File: src/rtl/core_sequencer_pkg.sv
// Shared definitions for the multi-cycle RV32E sequencer: state encoding and writeback-source codes.
// Latency: n/a (types and constants only).
// Backpressure: n/a.
// Optional feature macro used by the sequencer: CORE_SEQ_PERF_EN (performance counters).
package core_sequencer_pkg;

    typedef enum logic [2:0] {
        FETCH     = 3'd0,
        DECODE    = 3'd1,
        EXECUTE   = 3'd2,
        MEMORY    = 3'd3,
        WRITEBACK = 3'd4,
        HALT      = 3'd5
    } seq_state_e;

    // Writeback source select as decoded by the control unit.
    localparam logic [1:0] RD_DATA_SEL_ALU = 2'd0;
    localparam logic [1:0] RD_DATA_SEL_PC4 = 2'd1;
    localparam logic [1:0] RD_DATA_SEL_LSU = 2'd2;
    localparam logic [1:0] RD_DATA_SEL_IMM = 2'd3;

    // An instruction needs the MEMORY phase if it stores or loads.
    function automatic logic needs_mem(input logic lsu_we, input logic [1:0] rd_data_sel);
        return lsu_we | (rd_data_sel == RD_DATA_SEL_LSU);
    endfunction

endpackage

File: src/rtl/core_sequencer_if.sv
// Bundles the sequencer's control-unit inputs, memory handshakes, write strobes and trace outputs.
// Latency: n/a (wiring only).
// Backpressure: imem_ack / lsu_ack hold the sequencer in FETCH / MEMORY until asserted.
// Ports (master = sequencer side):
//   in : regfile_we, lsu_we, rd_data_sel[1:0], imem_ack, lsu_ack, halt_req
//   out: imem_req, ir_we, lsu_req, pc_we, regfile_we_o, halted, state[2:0],
//        cycle_count[31:0], instret_count[31:0]
interface core_sequencer_if;
    logic        regfile_we;
    logic        lsu_we;
    logic [1:0]  rd_data_sel;
    logic        imem_ack;
    logic        lsu_ack;
    logic        halt_req;
    logic        imem_req;
    logic        ir_we;
    logic        lsu_req;
    logic        pc_we;
    logic        regfile_we_o;
    logic        halted;
    logic [2:0]  state;
    logic [31:0] cycle_count;
    logic [31:0] instret_count;

    modport master (
        input  regfile_we, lsu_we, rd_data_sel, imem_ack, lsu_ack, halt_req,
        output imem_req, ir_we, lsu_req, pc_we, regfile_we_o, halted, state,
               cycle_count, instret_count
    );

    modport slave (
        output regfile_we, lsu_we, rd_data_sel, imem_ack, lsu_ack, halt_req,
        input  imem_req, ir_we, lsu_req, pc_we, regfile_we_o, halted, state,
               cycle_count, instret_count
    );
endinterface

File: src/rtl/core_perf_counters.sv
// Free-running cycle and retired-instruction counters, wrapping at 2^32.
// Latency: count visible the cycle after the increment is sampled.
// Backpressure: none; increments are single-cycle enables.
// Ports: clk, rst_n, cyc_inc, ret_inc -> cycle_count[31:0], instret_count[31:0]
module core_perf_counters (
    input  logic        clk,
    input  logic        rst_n,
    input  logic        cyc_inc,
    input  logic        ret_inc,
    output logic [31:0] cycle_count,
    output logic [31:0] instret_count
);
    logic [31:0] cyc_q, cyc_d;
    logic [31:0] ret_q, ret_d;

    // Plain modular add: rolls over from 0xFFFF_FFFF to 0.
    always_comb begin
        cyc_d = cyc_q + {31'd0, cyc_inc};
        ret_d = ret_q + {31'd0, ret_inc};
    end

    always_ff @(posedge clk or negedge rst_n) begin
        if (!rst_n) begin
            cyc_q <= '0;
            ret_q <= '0;
        end else begin
            cyc_q <= cyc_d;
            ret_q <= ret_d;
        end
    end

    assign cycle_count   = cyc_q;
    assign instret_count = ret_q;
endmodule

File: src/rtl/core_sequencer.sv
// Multi-cycle sequencer: FETCH -> DECODE -> EXECUTE -> [MEMORY] -> WRITEBACK, with debug HALT at boundaries.
// Latency: 4 cycles ALU/branch, 5 cycles load/store, +1 per imem/lsu wait cycle.
// Backpressure: waits in FETCH for imem_ack and in MEMORY for lsu_ack; requests are never abandoned.
// Ports: clk, rst_n (async, active-low), bus (core_sequencer_if.master).
// Parameter HALT_ON_RESET: leave reset parked in HALT instead of FETCH.
// Macro CORE_SEQ_PERF_EN: enables cycle/instret counters; otherwise both read 0 and no flops exist.
module core_sequencer
    import core_sequencer_pkg::*;
#(
    parameter logic HALT_ON_RESET = 1'b0
) (
    input  logic             clk,
    input  logic             rst_n,
    core_sequencer_if.master bus
);
    localparam seq_state_e RESET_STATE = HALT_ON_RESET ? HALT : FETCH;

    seq_state_e state_q, state_d;

    always_ff @(posedge clk or negedge rst_n) begin
        if (!rst_n) begin
            state_q <= RESET_STATE;
        end else begin
            state_q <= state_d;
        end
    end

    // Acks are only looked at in the state that issued the request, so a stray
    // or simultaneous ack for the other port has no effect. halt_req is only
    // sampled at the instruction boundary (WRITEBACK) and in HALT itself.
    always_comb begin
        state_d = state_q;
        case (state_q)
            FETCH:     if (bus.imem_ack) state_d = DECODE;
            DECODE:    state_d = EXECUTE;
            EXECUTE:   state_d = needs_mem(bus.lsu_we, bus.rd_data_sel) ? MEMORY : WRITEBACK;
            MEMORY:    if (bus.lsu_ack) state_d = WRITEBACK;
            WRITEBACK: state_d = bus.halt_req ? HALT : FETCH;
            HALT:      if (!bus.halt_req) state_d = FETCH;
            default:   state_d = FETCH;
        endcase
    end

    // Strobes are decoded from state, and additionally gated by rst_n so that
    // asserting reset drops every request and write strobe immediately rather
    // than leaving imem_req high while the state register sits at FETCH.
    always_comb begin
        bus.imem_req     = 1'b0;
        bus.ir_we        = 1'b0;
        bus.lsu_req      = 1'b0;
        bus.pc_we        = 1'b0;
        bus.regfile_we_o = 1'b0;
        bus.halted       = 1'b0;
        if (rst_n) begin
            case (state_q)
                FETCH: begin
                    bus.imem_req = 1'b1;
                    bus.ir_we    = bus.imem_ack;
                end
                MEMORY:    bus.lsu_req = 1'b1;
                WRITEBACK: begin
                    bus.pc_we        = 1'b1;
                    bus.regfile_we_o = bus.regfile_we;
                end
                HALT:      bus.halted = 1'b1;
                default:   ;
            endcase
        end
    end

    assign bus.state = state_q;

`ifdef CORE_SEQ_PERF_EN
    core_perf_counters u_perf (
        .clk           (clk),
        .rst_n         (rst_n),
        .cyc_inc       (1'b1),
        .ret_inc       (state_q == WRITEBACK),
        .cycle_count   (bus.cycle_count),
        .instret_count (bus.instret_count)
    );
`else
    assign bus.cycle_count   = '0;
    assign bus.instret_count = '0;
`endif

endmodule
File: src/flat_wrapper.sv
// flat-port wrapper written by rule: the top's interface ports become plain ports
module core_sequencer_flat import core_sequencer_pkg::*;
#(
    parameter logic HALT_ON_RESET = 1'b0
)
  (clk, rst_n, bus_regfile_we, bus_lsu_we, bus_rd_data_sel, bus_imem_ack, bus_lsu_ack, bus_halt_req, bus_imem_req, bus_ir_we, bus_lsu_req, bus_pc_we, bus_regfile_we_o, bus_halted, bus_state, bus_cycle_count, bus_instret_count);
  core_sequencer_if bus_i ();
  input  logic clk;
  input  logic rst_n;
  input wire logic [$bits(bus_i.regfile_we)-1:0] bus_regfile_we;
  input wire logic [$bits(bus_i.lsu_we)-1:0] bus_lsu_we;
  input wire logic [$bits(bus_i.rd_data_sel)-1:0] bus_rd_data_sel;
  input wire logic [$bits(bus_i.imem_ack)-1:0] bus_imem_ack;
  input wire logic [$bits(bus_i.lsu_ack)-1:0] bus_lsu_ack;
  input wire logic [$bits(bus_i.halt_req)-1:0] bus_halt_req;
  output wire logic [$bits(bus_i.imem_req)-1:0] bus_imem_req;
  output wire logic [$bits(bus_i.ir_we)-1:0] bus_ir_we;
  output wire logic [$bits(bus_i.lsu_req)-1:0] bus_lsu_req;
  output wire logic [$bits(bus_i.pc_we)-1:0] bus_pc_we;
  output wire logic [$bits(bus_i.regfile_we_o)-1:0] bus_regfile_we_o;
  output wire logic [$bits(bus_i.halted)-1:0] bus_halted;
  output wire logic [$bits(bus_i.state)-1:0] bus_state;
  output wire logic [$bits(bus_i.cycle_count)-1:0] bus_cycle_count;
  output wire logic [$bits(bus_i.instret_count)-1:0] bus_instret_count;
  assign bus_i.regfile_we = bus_regfile_we;
  assign bus_i.lsu_we = bus_lsu_we;
  assign bus_i.rd_data_sel = bus_rd_data_sel;
  assign bus_i.imem_ack = bus_imem_ack;
  assign bus_i.lsu_ack = bus_lsu_ack;
  assign bus_i.halt_req = bus_halt_req;
  assign bus_imem_req = bus_i.imem_req;
  assign bus_ir_we = bus_i.ir_we;
  assign bus_lsu_req = bus_i.lsu_req;
  assign bus_pc_we = bus_i.pc_we;
  assign bus_regfile_we_o = bus_i.regfile_we_o;
  assign bus_halted = bus_i.halted;
  assign bus_state = bus_i.state;
  assign bus_cycle_count = bus_i.cycle_count;
  assign bus_instret_count = bus_i.instret_count;
  core_sequencer #(.HALT_ON_RESET(HALT_ON_RESET)) u_core (.clk(clk), .rst_n(rst_n), .bus(bus_i));
endmodule
File: config.mk
export PLATFORM = sky130hd
export DESIGN_NAME = core_sequencer_flat
export DESIGN_NICKNAME = d
export VERILOG_FILES = /design/src/rtl/core_sequencer_pkg.sv /design/src/rtl/core_sequencer_if.sv /design/src/rtl/core_perf_counters.sv /design/src/rtl/core_sequencer.sv /design/src/flat_wrapper.sv
export SDC_FILE = /design/constraint.sdc
export NUM_CORES = 1
export LEC_CHECK = 0
export ABC_AREA = 1
export CORE_UTILIZATION = 28
export DETAILED_ROUTE_END_ITERATION = 8
export GPL_TIMING_DRIVEN = 0
export HOLD_SLACK_MARGIN = 0.15
export PLACE_DENSITY = 0.81
export SKIP_CTS_REPAIR_TIMING = 1
export SLEW_MARGIN = 20
export SYNTH_ARGS = -nofsm -noshare
export SYNTH_HDL_FRONTEND = slang
export SYNTH_SLANG_ARGS = --single-unit
File: constraint.sdc
create_clock -name clk -period 1.3 [get_ports clk]
set_input_delay 0.39 -clock clk [delete_from_list [all_inputs] [get_ports clk]]
set_output_delay 0.39 -clock clk [all_outputs]
set_load 0.01 [all_outputs]
==> results of run 1 <==
## metal layers
layer,GRT usage,up-vias
li1,-,375
met1,0.0759,248
met2,0.169,49
met3,0.0113,2
met4,0.0789,0
met5,0,-
## final timing paths
kind / slack [ns] / depth (start not counted) / to
setup reg to reg: 0.21 / 7 / u_core.bus.state[2]
hold / removal: 0.55 / 2 / u_core.bus.state[0]
min in group clk: 0.57 / 1 / u_core.bus.state[1]
hold reg to reg: 0.57 / 1 / u_core.bus.state[1]
setup / recovery: -0.28 / 4 / bus_regfile_we_o
max in group asynchronous: 0.58 / 2 / u_core.bus.state[2]
## Yosys cell counts
cell type	count	area [um2]
sky130_fd_sc_hd__conb_1	1	3.75
sky130_fd_sc_hd__nand4_1	1	6.26
sky130_fd_sc_hd__nor2_1	5	18.8
sky130_fd_sc_hd__nor3b_1	1	7.51
sky130_fd_sc_hd__nand2_1	14	52.6
sky130_fd_sc_hd__inv_1	5	18.8
sky130_fd_sc_hd__nor3_1	2	10.0
sky130_fd_sc_hd__a21oi_1	1	5.00
sky130_fd_sc_hd__nor2_2	1	6.26
sky130_fd_sc_hd__nor2_4	1	11.3
sky130_fd_sc_hd__dfrtp_1	3	75.1
sky130_fd_sc_hd__nand3_2	1	10.0
sky130_fd_sc_hd__nand3_1	4	20.0
sky130_fd_sc_hd__buf_4	64	480
sky130_fd_sc_hd__inv_2	3	11.3
sky130_fd_sc_hd__o211ai_1	1	7.51
## cells by family after synthesis
family          count (synthesis)
flops                           3
other cells                     1
simple gates                   30
compound gates                  2
buf+inv                        72
## metrics by stage
step	util	hold slack, ns	cells	total power, uW
floorplan	-	0.0944	171	712
global placement	0.483	0.590	218	915
detailed placement	0.483	0.593	218	926
CTS	0.494	0.344	222	1100
global route	0.497	0.557	224	1200
finish	0.497	0.555	224	1090
## cells in the final DEF (no fill, tap or decap)
cell type	n
sky130_fd_sc_hd__a21oi_1	1
sky130_fd_sc_hd__buf_2	5
sky130_fd_sc_hd__buf_4	65
sky130_fd_sc_hd__clkbuf_1	1
sky130_fd_sc_hd__clkbuf_2	1
sky130_fd_sc_hd__clkbuf_4	3
sky130_fd_sc_hd__clkdlybuf4s50_1	6
sky130_fd_sc_hd__conb_1	64
sky130_fd_sc_hd__dfrtp_2	3
sky130_fd_sc_hd__dlygate4sd3_1	1
sky130_fd_sc_hd__dlymetal6s2s_1	5
sky130_fd_sc_hd__inv_1	3
sky130_fd_sc_hd__inv_2	5
sky130_fd_sc_hd__nand2_1	14
sky130_fd_sc_hd__nand3_1	4
sky130_fd_sc_hd__nand3_2	1
sky130_fd_sc_hd__nand4_1	1
sky130_fd_sc_hd__nor2_1	3
sky130_fd_sc_hd__nor2_2	2
sky130_fd_sc_hd__nor2_4	2
sky130_fd_sc_hd__nor3_2	2
sky130_fd_sc_hd__nor3b_2	1
sky130_fd_sc_hd__o211ai_1	1
## worst reg2reg max path, stage by stage (launching register included)
cell	delay [ns]
sky130_fd_sc_hd__dfrtp_2	0.45
sky130_fd_sc_hd__nor2_4	0.13
sky130_fd_sc_hd__buf_4	0.12
sky130_fd_sc_hd__nand3_1	0.06
sky130_fd_sc_hd__nand2_1	0.07
sky130_fd_sc_hd__nor2_2	0.04
sky130_fd_sc_hd__nand2_1	0.05
sky130_fd_sc_hd__nand2_1	0.05
## power breakdown
part | internal (uW) | leakage [uW] | total, uW | switching [uW]
clock | 115 | 0.0000150 | 161 | 45.9
sequential | 143 | 0.0000342 | 217 | 73.4
combinational | 347 | 0.000807 | 710 | 363
## cell type report
| type | instances | area share |
|---|---|---|
| multi-input cells | 96 | 0.338 |
| well taps | 30 | 0.0302 |
| flip-flops and latches | 3 | 0.0634 |
| inverters | 8 | 0.0241 |
| repair buffers | 19 | 0.137 |
| clock buffers | 4 | 0.0211 |
| plain buffers | 64 | 0.386 |
==> metrics.cfg, run 1 <==
[logic_synthesis]
synth_compound_area_frac = 0.0168
synthSimpleGateAreaFrac = 0.192
synth.lib_cells_used.distinct = 16
combinational_family_with_the_most_area_after_synthesis = buffers and inverters
ys_seq_elements = 3
yosys-mux-area-fraction = 0
yosys.area_share.adder = 0
synth.cell_area_um2 = 744
postSynthAreaPerCell_um2 = 6.89
ys_seq_area_frac = 0.101
yosys.area_share.xor_xnor = 0
instance_count_of_the_mapped_netlist = 108
synthesis.yosys.warnings = 0

[placement]
io_buffers = 17
dp_hpwl_um = 1210
place_area_um2 = 1210
gp_routability_congestion = 0.802
dpl_worst_slack_ns = -0.966

[floorplanning]
core_um2 = 2500
die_height_um = 53.6
effective_utilization_at_floorplan = 0.298
rows = 18
floorplan.die_area_um2 = 2870
top_level_ports = 82
die_width_um = 53.6

[route]
final_antenna_net_count = 0
drc_errors = 0
met3_length_um = 188
route.met2.wl_um = 660
first_iter_violations = 2
detailedRoute.firstPassIterationCount = 3
avgRoutedWirePerCell_um = 5.76
vias = 674
highest_signal_layer_in_the_routed_design = met4
vias_per_cell = 3.01
met1_length_um = 421
wirelength_um = 1290

[power]
power_density_nw_per_um2 = 875
leakagePower_uw = 0.000856
vdd_ir_drop_max_v = 0.000572

[clock_tree]
cts_inserted_buffers = 3
cts.sink_count = 3
cts-root-to-sink-buffers = 2
cts.htree.levels = 1
clkSlewWorstSetupHoldPaths_ns = 0.04
insertion_delay_ns = 0.23
clock_tree.root_cell = sky130_fd_sc_hd__clkbuf_4
cts_tree = built

[job]
drv_cap = 0

[critical_path]
arrival_ns = 1.19
cp_startpoint_kind = register
worst_ep_required_time_ns = 0.91
critical_path.cell_chain = nor2_4 > nand2_1 > nor3b_2 > buf_2
cp_max_fo = 6
worst_r2r_startpoint = u_core.bus.state[0]
critical-path-max-stage-delay_ns = 0.45
path_buf_inv = 1
worst_path_class_setup = register to primary output
worstSetupEndpointType = primary output
critical_path.top_delay_family = flip-flops
worst_setup_path_startpoint = u_core.bus.state[0]
cpMaxStageDelayCell = sky130_fd_sc_hd__dfrtp_2

[sta]
fmax_mhz = 632
timing.final.crit_share = 1.22
worst_slack_ns = -0.282
hold_viol_final = 0
slew_violations = 0
final.min_clock_period_ns = 1.58
fin_skew_ns = 0.00257
fin_tns_setup_ns = -1.33
setup_viol = 6
rsz0062_at_grt = true

[cells_and_area]
post_route_cells_drive_above_1_share = 0.464
nFillCells = 254
seqCellArea_um2 = 78.8
multi_input_area_um2 = 420
areaGrowthSynthToFinish_pct = 67.1
design.final.nets = 204
largest_register_ff_count = 3
finalInstanceArea_um2 = 1240
n_antenna_cell = 0

[global_route]
grt_antenna_before_repair = 0
number_of_global_route_vias_before_repair = 479
grt_pass1_wl_um = 1780
grt_residual_overflow = 0
pin_count_of_the_biggest_net_entering_global_routing = 7
grt_usage = 0.0869

[min_path]
min-delay-path-class = input port to async pin

[run_status]
violations = negative setup slack
run_status = finished with violations

(Power assumes the default switching activity.)
==> run 2, diff against run 1 <==
CORE_ASPECT_RATIO = 1.4   (was unset)
RECOVER_POWER = 50   (was unset)
==> run 2 against run 1 <==
The run still ends with negative setup slack left; clock skew up 0.0016 ns; via count increased by 2.1%; power increased by 3.0%; sequential share of layout area fell by 0.051 points; setup slack lost 0.0064 ns; non-clock buffer count rose by 1; core utilization up 1.6 points; register-to-register slack about the same; die area about the same; critical endpoint is now bus_ir_we; largest cell class unchanged; largest power group unchanged.
==> metrics.cfg, run 2 (synthesis results as in run 1) <==
[clock_tree]
cts-root-to-sink-buffers = 2  ; unchanged
cts.htree.levels = 1  ; unchanged
cts_tree = built
cts.sink_count = 3  ; unchanged
clkSlewWorstSetupHoldPaths_ns = 0.04  ; about the same
clock_tree.root_cell = sky130_fd_sc_hd__clkbuf_4
insertion_delay_ns = 0.24  ; about the same
cts_inserted_buffers = 3  ; unchanged

[cells_and_area]
design.final.nets = 205  ; +0.49%
layout_commonest_cell = sky130_fd_sc_hd__buf_4
final-instance-count-excl-fill = 229  ; +2.2%
post_route_cells_drive_above_1_share = 0.462  ; -0.00238
most_frequent_cells_in_the_layout = sky130_fd_sc_hd__buf_4, sky130_fd_sc_hd__conb_1, sky130_fd_sc_hd__nand2_1
finish.utilization = 0.513  ; +0.0156
n_antenna_cell = 0  ; unchanged
areaGrowthSynthToFinish_pct = 68.4
nFillCells = 256  ; +0.79%
largest_register_ff_count = 3  ; unchanged

[critical_path]
regToRegSetupSlack_ns = 0.22  ; about the same
cp_startpoint_kind = input port
critical-path-max-stage-delay_ns = 0.45  ; about the same
cp_max_fo = 2  ; -4
worst_ep_required_time_ns = 0.91  ; about the same
arrival_ns = 1.20  ; about the same
path_buf_inv = 3  ; +2
critPathCapture = bus_ir_we
r2r_cells = 6  ; -1
worstSetupEndpointType = primary output
worst_r2r_startpoint = u_core.bus.state[0]
reg2reg_to = u_core.bus.state[2]
critical_path_depth = 4  ; unchanged
worst_setup_path_startpoint = bus_imem_ack
worst_path_class_setup = input port to primary output
cpMaxStageDelayCell = sky130_fd_sc_hd__clkdlybuf4s50_1
critical_path.cell_chain = clkdlybuf4s50_1 > inv_1 > nor3_2 > clkbuf_2
critical_path.top_delay_family = buffers and inverters

[sta]
worst_slack_ns = -0.288  ; -0.00636 ns
rsz0062_at_grt = true
timing.final.crit_share = 1.22  ; +0.00489
setup_viol = 6  ; unchanged
fin_skew_ns = 0.00415  ; +0.00158 ns
hold_viol_final = 0  ; unchanged
final.min_clock_period_ns = 1.59  ; +0.00636 ns
fin_tns_setup_ns = -1.39  ; -0.0627 ns
slew_violations = 0  ; unchanged
fmax_mhz = 630  ; -0.40%

[route]
vias = 688  ; +2.1%
drc_errors = 0  ; unchanged
first_iter_violations = 6  ; +4
avgRoutedWirePerCell_um = 6.01  ; +4.3%
detailedRoute.firstPassIterationCount = 4  ; +1
final_antenna_net_count = 0  ; unchanged
vias_per_cell = 3.00  ; -0.15%
wirelength_um = 1380  ; +6.6%

[power]
clkPwrFrac = 0.149  ; about the same
power_density_nw_per_um2 = 894  ; +2.2%
vdd_ir_drop_max_v = 0.000483  ; -16%
pwr-share-comb = 0.659  ; +0.006
leakagePower_uw = 0.000845  ; -1.3%
p_switching_uw = 500  ; +3.7%
power.internal_uw = 621  ; +2.5%
p_sw_frac = 0.446  ; +0.00288
seq_power_share = 0.193  ; -0.006

[global_route]
grt_residual_overflow = 0  ; unchanged
grt_antenna_before_repair = 0  ; unchanged
pin_count_of_the_biggest_net_entering_global_routing = 7  ; unchanged
grt_busiest_layer = met2
globalRouteMet3Util = 0.0289  ; +0.0176
number_of_global_route_vias_before_repair = 539  ; +13%
grt_usage = 0.0934  ; +0.00649
met1_usage = 0.0803  ; +0.00439
gr-usage-met2 = 0.177  ; +0.00804
grt_pass1_wl_um = 2030  ; +14%

[floorplanning]
top_level_ports = 82  ; unchanged
floorplan.die_area_um2 = 2870  ; about the same
rows = 21  ; +3
die_height_um = 63.0  ; +18%
die_width_um = 45.6  ; -15%
effective_utilization_at_floorplan = 0.305  ; +0.00686
core_um2 = 2440  ; -2.3%

[placement]
gp_routability_congestion = 0.710  ; -12%
dp_hpwl_um = 1240  ; +2.4%
io_buffers = 17  ; unchanged
dp_cells = 222  ; +1.8%

[job]
drv_cap = 0  ; unchanged

[run_status]
violations = negative setup slack
run_status = finished with violations

[min_path]
min-delay-path-class = register to register

-- run 2: cell types whose count changed in the layout (fill, tap and decap cells not counted), sizes merged --
| cell | before | now |
|---|---|---|
| dlymetal6s2s | 5 | 3 |
| clkdlybuf4s25 | 0 | 1 |
| dlygate4sd3 | 1 | 2 |
| clkbuf | 5 | 6 |
-- run 2: cell type report --
type	instances	area, um2	area share
timing repair buffer	20	173	0.138
tap	34	42.5	0.0339
multi-input combinational	96	420	0.335
inverter	8	32.5	0.0259
sequential	3	78.8	0.0629
buffer	64	480	0.383
clock buffer	4	26.3	0.0210
-- run 2: how the worst min path moves through the flow --
stage,start,end,slack (ns),cells past startpoint
after floorplan,rst_n,u_core.bus.state[0],0.09,0
after global placement,rst_n,u_core.bus.state[2],0.59,1
after detailed placement,rst_n,u_core.bus.state[2],0.60,1
after CTS,rst_n,u_core.bus.state[1],0.34,1
after global routing,u_core.bus.state[2],u_core.bus.state[1],0.63,1
final,u_core.bus.state[2],u_core.bus.state[1],0.60,1
-- run 2: routing by layer --
| layer | wire [um] | share of wire |
|---|---|---|
| met1 | 413 | 0.30 |
| met2 | 757 | 0.55 |
| met3 | 193 | 0.14 |
| met4 | 11 | 0.0080 |
| met5 | 0 | 0 |
-- run 2: power groups by stage --
stage	registers, uW	clock network, uW	logic (uW)
after CTS	223	173	706
after detailed placement	223	0	704
final	216	167	738
after global routing	223	182	831
after floorplan	228	0	484
after global placement	220	0	699
-- run 2: through the flow --
step                power [uW]  setup WS (ns)  cell area (um2)  hold WS, ns
finish                    1120         -0.288             1250        0.604
global route              1240         -0.355             1250        0.629
CTS                       1100         -0.964             1240        0.344
detailed placement         927         -0.964             1210        0.597
global placement           919         -0.927             1210        0.592
floorplan                  712        0.00553             1000       0.0944
